<file path="config.mk">
export PLATFORM = sky130hd
export DESIGN_NAME = contador_monitor
export DESIGN_NICKNAME = d
export VERILOG_FILES = /design/src/rtl/contador_pkg.sv /design/src/rtl/contador_decode.sv /design/src/rtl/contador_monitor.sv
export SDC_FILE = /design/constraint.sdc
export NUM_CORES = 1
export LEC_CHECK = 0
export BUFFER_PORTS_ARGS = -buffer_cell sky130_fd_sc_hd__buf_2
export CAP_MARGIN = 10
export CORE_ASPECT_RATIO = 0.8
export CORE_MARGIN = 10
export CORE_UTILIZATION = 59
export DETAILED_ROUTE_END_ITERATION = 10
export HOLD_SLACK_MARGIN = 0.06
export PLACE_DENSITY = 0.8
export SYNTH_ARGS = -nofsm -noshare
export SYNTH_HDL_FRONTEND = slang
export SYNTH_SLANG_ARGS = --single-unit
</file>
<file path="constraint.sdc">
create_clock -name C -period 3.4 [get_ports C]
set_input_delay 0.17 -clock C [delete_from_list [all_inputs] [get_ports C]]
set_output_delay 0.17 -clock C [all_outputs]
set_load 0.02 [all_outputs]
</file>
<file path="src/rtl/contador_pkg.sv">
// contador_pkg: shared sequence table, sizes, state enumeration and value type.
package contador_pkg;
    localparam int SEQ_LEN = 8;
    typedef logic [3:0] val_t;
    typedef logic [2:0] idx_t;
    typedef enum logic [1:0] {HUNT, CONFIRM, LOCKED} state_t;
    localparam val_t SEQ [SEQ_LEN] = '{4'd0, 4'd4, 4'd14, 4'd6, 4'd3, 4'd12, 4'd11, 4'd13};
    // A 3-bit index wraps on its own, so index 7 rolls to index 0.
    function automatic idx_t succ(idx_t i);
        return i + idx_t'(1);
    endfunction
endpackage

</file>
<file path="src/rtl/contador_decode.sv">
// contador_decode: maps an observed value to its legal flag and sequence index.
//   i_val   : observed 4-bit counter value
//   o_legal : value belongs to the sequence
//   o_idx   : position of the value in the sequence (0 when illegal)
module contador_decode
    import contador_pkg::*;
(
    input  val_t i_val,
    output logic o_legal,
    output idx_t o_idx
);
    always_comb begin
        o_legal = 1'b0;
        o_idx   = '0;
        for (int k = 0; k < SEQ_LEN; k++) begin
            if (i_val == SEQ[k]) begin
                o_legal = 1'b1;
                o_idx   = idx_t'(k);
            end
        end
    end
endmodule

</file>
<file path="src/rtl/contador_monitor.sv">
// contador_monitor: tracks a fixed 8-value counter sequence and reports lock and errors.
//   C      : clock, rising edge
//   RN     : asynchronous active-low reset
//   D, V   : observed value and its valid strobe
//   IDX    : index of the last accepted value
//   LOCK   : tracking the sequence
//   ERR    : one-cycle pulse on a mismatch while locked
//   WRAP   : one-cycle pulse when value 0 is accepted while locked
//   ERRCNT : saturating mismatch count
module contador_monitor
    import contador_pkg::*;
#(
    parameter int ERRW     = 8,
    parameter int MISS_MAX = 2
) (
    input  logic            C,
    input  logic            RN,
    input  logic [3:0]      D,
    input  logic            V,
    output logic [2:0]      IDX,
    output logic            LOCK,
    output logic            ERR,
    output logic            WRAP,
    output logic [ERRW-1:0] ERRCNT
);
    localparam int MW = $clog2(MISS_MAX + 1);
    state_t          r_state;
    idx_t            r_idx;
    idx_t            r_exp;
    logic [MW-1:0]   r_miss;
    logic            r_lock;
    logic            r_err;
    logic            r_wrap;
    logic [ERRW-1:0] r_cnt;
    logic            w_legal;
    idx_t            w_idx;
    logic            w_match;
    logic            w_drop;
    contador_decode u_decode (
        .i_val  (D),
        .o_legal(w_legal),
        .o_idx  (w_idx)
    );
    assign w_match = D == SEQ[r_exp];
    // The current miss is the one that reaches the limit.
    assign w_drop  = r_miss == MW'(MISS_MAX - 1);
    always_ff @(posedge C or negedge RN) begin
        if (!RN) begin
            r_state <= HUNT;
            r_idx   <= '0;
            r_exp   <= '0;
            r_miss  <= '0;
            r_lock  <= 1'b0;
            r_err   <= 1'b0;
            r_wrap  <= 1'b0;
            r_cnt   <= '0;
        end else begin
            r_err  <= 1'b0;
            r_wrap <= 1'b0;
            if (V) begin
                case (r_state)
                    HUNT: begin
                        if (w_legal) begin
                            r_idx   <= w_idx;
                            r_exp   <= succ(w_idx);
                            r_state <= CONFIRM;
                        end
                    end
                    CONFIRM: begin
                        if (!w_legal) begin
                            r_state <= HUNT;
                        end else begin
                            r_idx <= w_idx;
                            r_exp <= succ(w_idx);
                            if (w_match) begin
                                r_state <= LOCKED;
                                r_lock  <= 1'b1;
                            end
                        end
                    end
                    LOCKED: begin
                        // Expected value advances even on a miss so one bad sample is tolerated.
                        r_exp <= succ(r_exp);
                        if (w_match) begin
                            r_idx  <= w_idx;
                            r_miss <= '0;
                            r_wrap <= w_idx == '0;
                        end else begin
                            r_err <= 1'b1;
                            r_cnt <= &r_cnt ? r_cnt : r_cnt + ERRW'(1);
                            if (w_drop) begin
                                r_state <= HUNT;
                                r_lock  <= 1'b0;
                                r_miss  <= '0;
                            end else begin
                                r_miss <= r_miss + MW'(1);
                            end
                        end
                    end
                    default: r_state <= HUNT;
                endcase
            end
        end
    end
    assign IDX    = r_idx;
    assign LOCK   = r_lock;
    assign ERR    = r_err;
    assign WRAP   = r_wrap;
    assign ERRCNT = r_cnt;
endmodule

</file>
==> impl_metrics.tcl, run 1 <==
set metrics [dict create \
    status "completed" \
    holdCritStartpoint "V" \
    rows 14 \
    antenna_found_initial 0 \
    timing.rr.start "r_exp[0]$_DFFE_PN0P_" \
    yosysTopAreaCellShare_pct 42.60 \
    hp-class "in -> reg" \
    synth_largest_area_cell "dfrtp_1" \
    rsz0062_at_grt "false" \
    syn2layout_area_growth_pct 10.55 \
    place_congestion 0.8458 \
    yosys-top-cells-area "dfrtp_1, mux2_2, xor2_1" \
    path_class "reg -> reg" \
    finalCritPeriodShare_pct 69.32 \
    skew_ns 0.007297 \
    cts_made_buffers 3 \
    cts.reportedPaths.clkPinSlew_ns 0.11 \
    grt_max_degree 22 \
    design_area_um2 1364 \
    fin_tns_setup_ns 0 \
    timing.final.ws_setup_ns 1.043 \
    cts-root-buf "clkbuf_4" \
    ctsLongestPathBuffers 2 \
    final_nets 155 \
    start_kind "flip-flop" \
    grt_pass1_wl_um 4305 \
    clk-insertion-delay-late_ns 0.30 \
    grt-ovfl-total 0 \
    cap_violations 0 \
    place_ws_ns 1.055 \
    powerDensity_nw_per_um2 636.8 \
    die_h_um 60.90 \
    placeableCoreArea_um2 1927 \
    cp_max_fo 15 \
    ir_drop_v 0.0004909 \
    p_total_mw 0.8685 \
    cp_slowest_cell "a2111oi_4" \
    critPathCaptureType "flip-flop" \
    drt-pass1-iter-count 4 \
    antenna_cells 0 \
    reg2reg_to "IDX[0]$_DFFE_PN0P_" \
    clkSinkCount 21 \
    h-tree-depth 1 \
    via_count 1022 \
    place.port_buffers 20 \
    setup_viol 0 \
    worst_pin_slew_ns 0.7930 \
    slowest_delay_ns 0.80 \
    whs_ns 0.1919 \
    routed_wl_um 2631 \
    timing.slew.headroom_pct 47.14 \
    worstRegToRegCells 5 \
    period_needed_ns 2.357 \
    yosysSeqAreaShare_pct 42.60 \
    drcViolationCount 0 \
    hold-path-endpoint "LOCK$_DFFE_PN0P_" \
    start_util_pct 64.03 \
    maxSlewViolCount 0 \
    die-width_um 71.13 \
    cp-startpoint "r_exp[0]$_DFFE_PN0P_" \
    synth_area_um2 1234 \
    dpl.hpwl_um 2023 \
    layout-drive-gt1-share_pct 23.45 \
    reg2reg_setup_slack_ns 1.04 \
    min_path_cells 3 \
    n_fill_cell 142 \
    yosys.cell_types.count 36 \
    multiInputGateArea_um2 660.6 \
    synthCells 125 \
    ys_ff_latch 21 \
    regArea_um2 525.5 \
    synth_nets 134 \
    wl_per_cell_um 15.57 \
    fmax_ghz 0.4243 \
    drtAntennaViolNets 0 \
    crit_chain "and3b_1 > o21ai_0 > a2111oi_4 > o21ba_2 > mux2_2" \
    grt_pass1_vias 959 \
    io_pins 21 \
    grt_usage_pct 12.02 \
    avgSynthCellArea_um2 9.869 \
    dieArea_um2 4332 \
    cp.required_ns 3.59 \
    drt-initial-drc-count 131 \
    cp.arrival_ns 2.55 \
    report.final.hold_viol_count 0 \
    avgViaCountPerCell 6.047 \
    p_leak_nw 0.6758 \
    cts_tree "built" \
    post_dp_cell_area_um2 1328 \
    ys.warnings.count 0 \
]
final cells by class:
cell class                      count  share of cell area (%)
Timing Repair Buffer               21                   8.073
Tap cell                           24                   2.202
Multi-Input combinational cell     96                   48.44
Clock buffer                        4                   1.927
Inverter                            3                  0.8257
Sequential cell                    21                   38.53
sequential cells by signal, indices dropped and copies added, names as in the netlist:
| name | count |
|---|---|
| ERRCNT | 8 |
| r_miss | 2 |
| r_exp | 3 |
| LOCK | 1 |
| ERR | 1 |
| r_state | 2 |
| IDX | 3 |
| WRAP | 1 |
stage by stage:
stage / std cells / utilization (%)
finish: 169 / 70.78
global route: 169 / 70.78
CTS: 169 / 70.78
detailed placement: 164 / 68.90
global placement: 164 / 68.90
floorplan: 125 / -
power breakdown:
group / internal (mW) / switching [mW]
clock: 0.0457 / 0.0725
combinational: 0.151 / 0.193
sequential: 0.319 / 0.0869
total: 0.516 / 0.353
cell usage in the layout, fill, tap and decap left out, types with 2 or more instances in the layout:
cell type   n
buf_2      20
ha_1        2
inv_1       3
nand4_1     3
nor3_1      3
xor2_1      7
nand2_1     9
nor2b_1     3
o21ba_2     2
nor2_1     14
and3_1      2
a221oi_1    2
clkbuf_4    3
dfrtp_1    21
nor4_1      2
and2_1      2
o21ai_0     7
nand3b_1    2
nand2b_1    4
nor4bb_1    3
mux2_2      8
a21oi_1     3
nand3_1     6
kinds of logic after synthesis:
kind of cell | count (synthesis) | share of synthesized area [%]
simple gates | 58 | 25.66
flops | 21 | 42.60
buf+inv | 8 | 3.854
mux | 9 | 8.114
fa+ha+maj | 2 | 2.028
xor+xnor | 7 | 4.970
compound gates | 20 | 12.78
how the worst max path moves through the flow:
stage          depth (start not counted)                    end  slack [ns]
2_1_floorplan                          6  ERRCNT[6]$_DFFE_PN0P_        1.48
3_3_place_gp                           5     IDX[0]$_DFFE_PN0P_        1.15
3_5_place_dp                           5     IDX[0]$_DFFE_PN0P_        1.06
4_1_cts                                5     IDX[0]$_DFFE_PN0P_        1.04
5_1_grt                                5     IDX[0]$_DFFE_PN0P_        0.86
6_report                               5     IDX[0]$_DFFE_PN0P_        1.04
routing by layer:
metal / track usage, % / share of wire, %
met1: 14.45 / 45
met5: 0 / 0
met3: 4.241 / 7.3
met4: 2.479 / 0.65
met2: 20.53 / 47
critical path, delay by kind of cell, from the launching register on:
kind / cells / cell delay [ns]
AO/OA/AOI/OAI: 3 / 1.20
flip-flops: 1 / 0.51
multiplexers: 1 / 0.34
AND/OR/NAND/NOR: 1 / 0.20
synthesized netlist by cell type (all sizes together):
cell type,count
nor4b,1
buf,4
nand2b,4
a2111oi,1
nand2,9
mux2i,1
a41oi,1
nand3b,2
and4,1
nor4,2
o21ai,7
a221oi,2
nor4bb,3
nand3,6
and3b,1
nor2b,3
o211ai,1
nor3b,1
nand4,3
a32o,1
a311oi,1
and3,2
o21ba,2
nor3,3
clkbuf,1
or3,1
nor2,14
o21bai,1
dfrtp,21
a21oi,3
ha,2
inv,3
mux2,8
xor2,7
and2,2
repair_timing:
| action | 4_1_cts | 5_1_grt |
|---|---|---|
| buffers inserted | 0 | 0 |
| endpoints found under the hold margin | 21 | 0 |
| gates resized for setup | 0 | 0 |
| hold buffers | 1 | 0 |
Power figures use the tool's default switching activity.
==> run 2, diff against run 1 <==
CORE_UTILIZATION = 54   (was 59)
PLACE_DENSITY = 0.74   (was 0.8)
clock period = 2.3 ns   (was 3.4 ns; I/O delays follow)
==> run 2 against run 1 <==
Critical path depth unchanged. Clock power increased by 46%. Die area increased by 6.4%. Largest cell class unchanged. First-iteration DRC count decreased by 45%.
==> impl_metrics.tcl, run 2 (same netlist as run 1, synthesis figures left out) <==
set metrics [dict create \
    routed_wl_um 2532 \
    drt-initial-drc-count 72 \
    die_h_um 62.75 \
    worstRegToRegCells 5 \
    drt-pass1-iter-count 4 \
    io_pins 21 \
    swShare_pct 40.32 \
    intPower_mw 0.7788 \
    cp.required_ns 2.49 \
    grt-ovfl-total 0 \
    hp-class "in -> reg" \
    cp_max_fo 9 \
    syn2layout_area_growth_pct 12.47 \
    largest_register_ff_count 8 \
    antenna_found_initial 0 \
    powerDensity_nw_per_um2 940.4 \
    pwr-share-comb_pct 40.9 \
    clk-insertion-delay-late_ns 0.30 \
    grt_usage_pct 11.82 \
    grt_pass1_vias 949 \
    fin_tns_setup_ns 0 \
    antenna_cells 0 \
    setup_viol 0 \
    cts_setup_buffers 0 \
    period_needed_ns 2.045 \
    placeableCoreArea_um2 2158 \
    final_nets 158 \
    start_util_pct 57.16 \
    cts_resized 0 \
    avgViaCountPerCell 5.665 \
    ctsLongestPathBuffers 2 \
    timing.rr.start "r_exp[2]$_DFFE_PN0P_" \
    status "completed" \
    cts_tree "built" \
    cp.arrival_ns 2.24 \
    cts-root-buf "clkbuf_4" \
    reg2reg_to "ERRCNT[6]$_DFFE_PN0P_" \
    cap_violations 0 \
    n_fill_cell 178 \
    grt_max_degree 22 \
    path_class "reg -> reg" \
    fmax_ghz 0.4890 \
    via_count 980 \
    mostFrequentLayoutCell "dfrtp_1" \
    grt_busiest_layer "met2" \
    cts_made_buffers 3 \
    skew_ns 0.004547 \
    finalCritPeriodShare_pct 88.91 \
    dieArea_um2 4608 \
    rsz0062_at_grt "false" \
    start_kind "flip-flop" \
    hold-path-endpoint "LOCK$_DFFE_PN0P_" \
    p_total_mw 1.305 \
    min_path_cells 3 \
    mostFrequentLayoutCells "dfrtp_1, buf_2, nor2_1, nand2_1, mux2_2" \
    layout-drive-gt1-share_pct 25.00 \
    crit_top_cell "nor4bb_1" \
    grt.met2_usage_pct 16.81 \
    cp_slowest_cell "nor4bb_1" \
    met1_usage_pct 16.51 \
    worst-path-buf-inv 0 \
    h-tree-depth 1 \
    p_clk_share_pct 13.2 \
    switchingPower_mw 0.5261 \
    die-width_um 73.44 \
    p_leak_nw 0.6917 \
    critPathCaptureType "flip-flop" \
    timing.slew.headroom_pct 65.86 \
    hold_buffers 1 \
    wl_per_cell_um 14.64 \
    reg2reg_setup_slack_ns 0.26 \
    grt_pass1_wl_um 4560 \
    cts.reportedPaths.clkPinSlew_ns 0.11 \
    pwr-share-seq_pct 45.9 \
    rows 15 \
    dpl.hpwl_um 2002 \
    holdCritStartpoint "V" \
    place_congestion 0.8276 \
    ir_drop_v 0.0006150 \
    drcViolationCount 0 \
    grt_use_met3_pct 3.968 \
    maxSlewViolCount 0 \
    clkSinkCount 21 \
    report.final.hold_viol_count 0 \
    crit_chain "nor4bb_1 > nor4bb_1 > a2111oi_4 > nor4_1 > mux2_2" \
    worst_pin_slew_ns 0.5053 \
    slowest_delay_ns 0.50 \
    critical_path.top_delay_family "simple AND/OR/NAND/NOR gates" \
    drtAntennaViolNets 0 \
    place.port_buffers 20 \
]
run 2: cell types whose count changed in the layout (fill, tap and decap cells not counted), sizes merged:
cell / before / now
buf: 20 / 23
run 2: power by group through the flow:
stage | Combinational, mW | Clock (mW) | Sequential [mW]
global placement | 0.518 | 0 | 0.591
floorplan | 0.341 | 0 | 0.634
detailed placement | 0.539 | 0 | 0.605
global route | 0.596 | 0.200 | 0.627
CTS | 0.541 | 0.180 | 0.599
finish | 0.533 | 0.172 | 0.600
run 2: worst max-delay path by stage:
stage	startpoint	to	slack [ns]	cells past startpoint
2_1_floorplan	r_exp[0]$_DFFE_PN0P_	ERRCNT[6]$_DFFE_PN0P_	0.38	6
3_3_place_gp	r_exp[2]$_DFFE_PN0P_	ERRCNT[6]$_DFFE_PN0P_	0.25	5
3_5_place_dp	r_exp[2]$_DFFE_PN0P_	ERRCNT[6]$_DFFE_PN0P_	0.26	5
4_1_cts	r_exp[2]$_DFFE_PN0P_	ERRCNT[6]$_DFFE_PN0P_	0.25	5
5_1_grt	r_exp[0]$_DFFE_PN0P_	ERRCNT[4]$_DFFE_PN0P_	0.15	6
6_report	r_exp[2]$_DFFE_PN0P_	ERRCNT[6]$_DFFE_PN0P_	0.26	5
run 2: final cells by class:
cell class	instances	area, µm²	area share [%]
multi-input combinational	96	660.6	47.61
sequential	21	525.5	37.87
timing repair buffer	24	132.6	9.558
tap	25	31.28	2.254
clock buffer	4	26.28	1.894
inverter	3	11.26	0.8115
run 2: metrics by stage:
step	std cells	hold slack, ns	area [µm²]	setup WS (ns)	utilization [%]
after CTS	173	0.1213	1388	0.2478	64.29
after floorplan	125	-0.1806	1234	0.3802	-
after global routing	173	0.1509	1388	0.1547	64.29
after detailed placement	168	0.09268	1351	0.2565	62.61
final	173	0.1313	1388	0.2551	64.29
after global placement	168	0.09301	1351	0.2473	62.61
run 2: metal layers:
metal,up-vias,wire [µm]
met1,458,1291
li1,497,-
met3,5,119
met5,-,0
met2,20,1095
met4,0,26
run 2: worst register-to-register path, cell delays in order (launching register included):
cell and delay (ns):
dfrtp_1 0.48, nor4bb_1 0.17, nor4bb_1 0.50, a2111oi_4 0.09, nor4_1 0.33, mux2_2 0.37
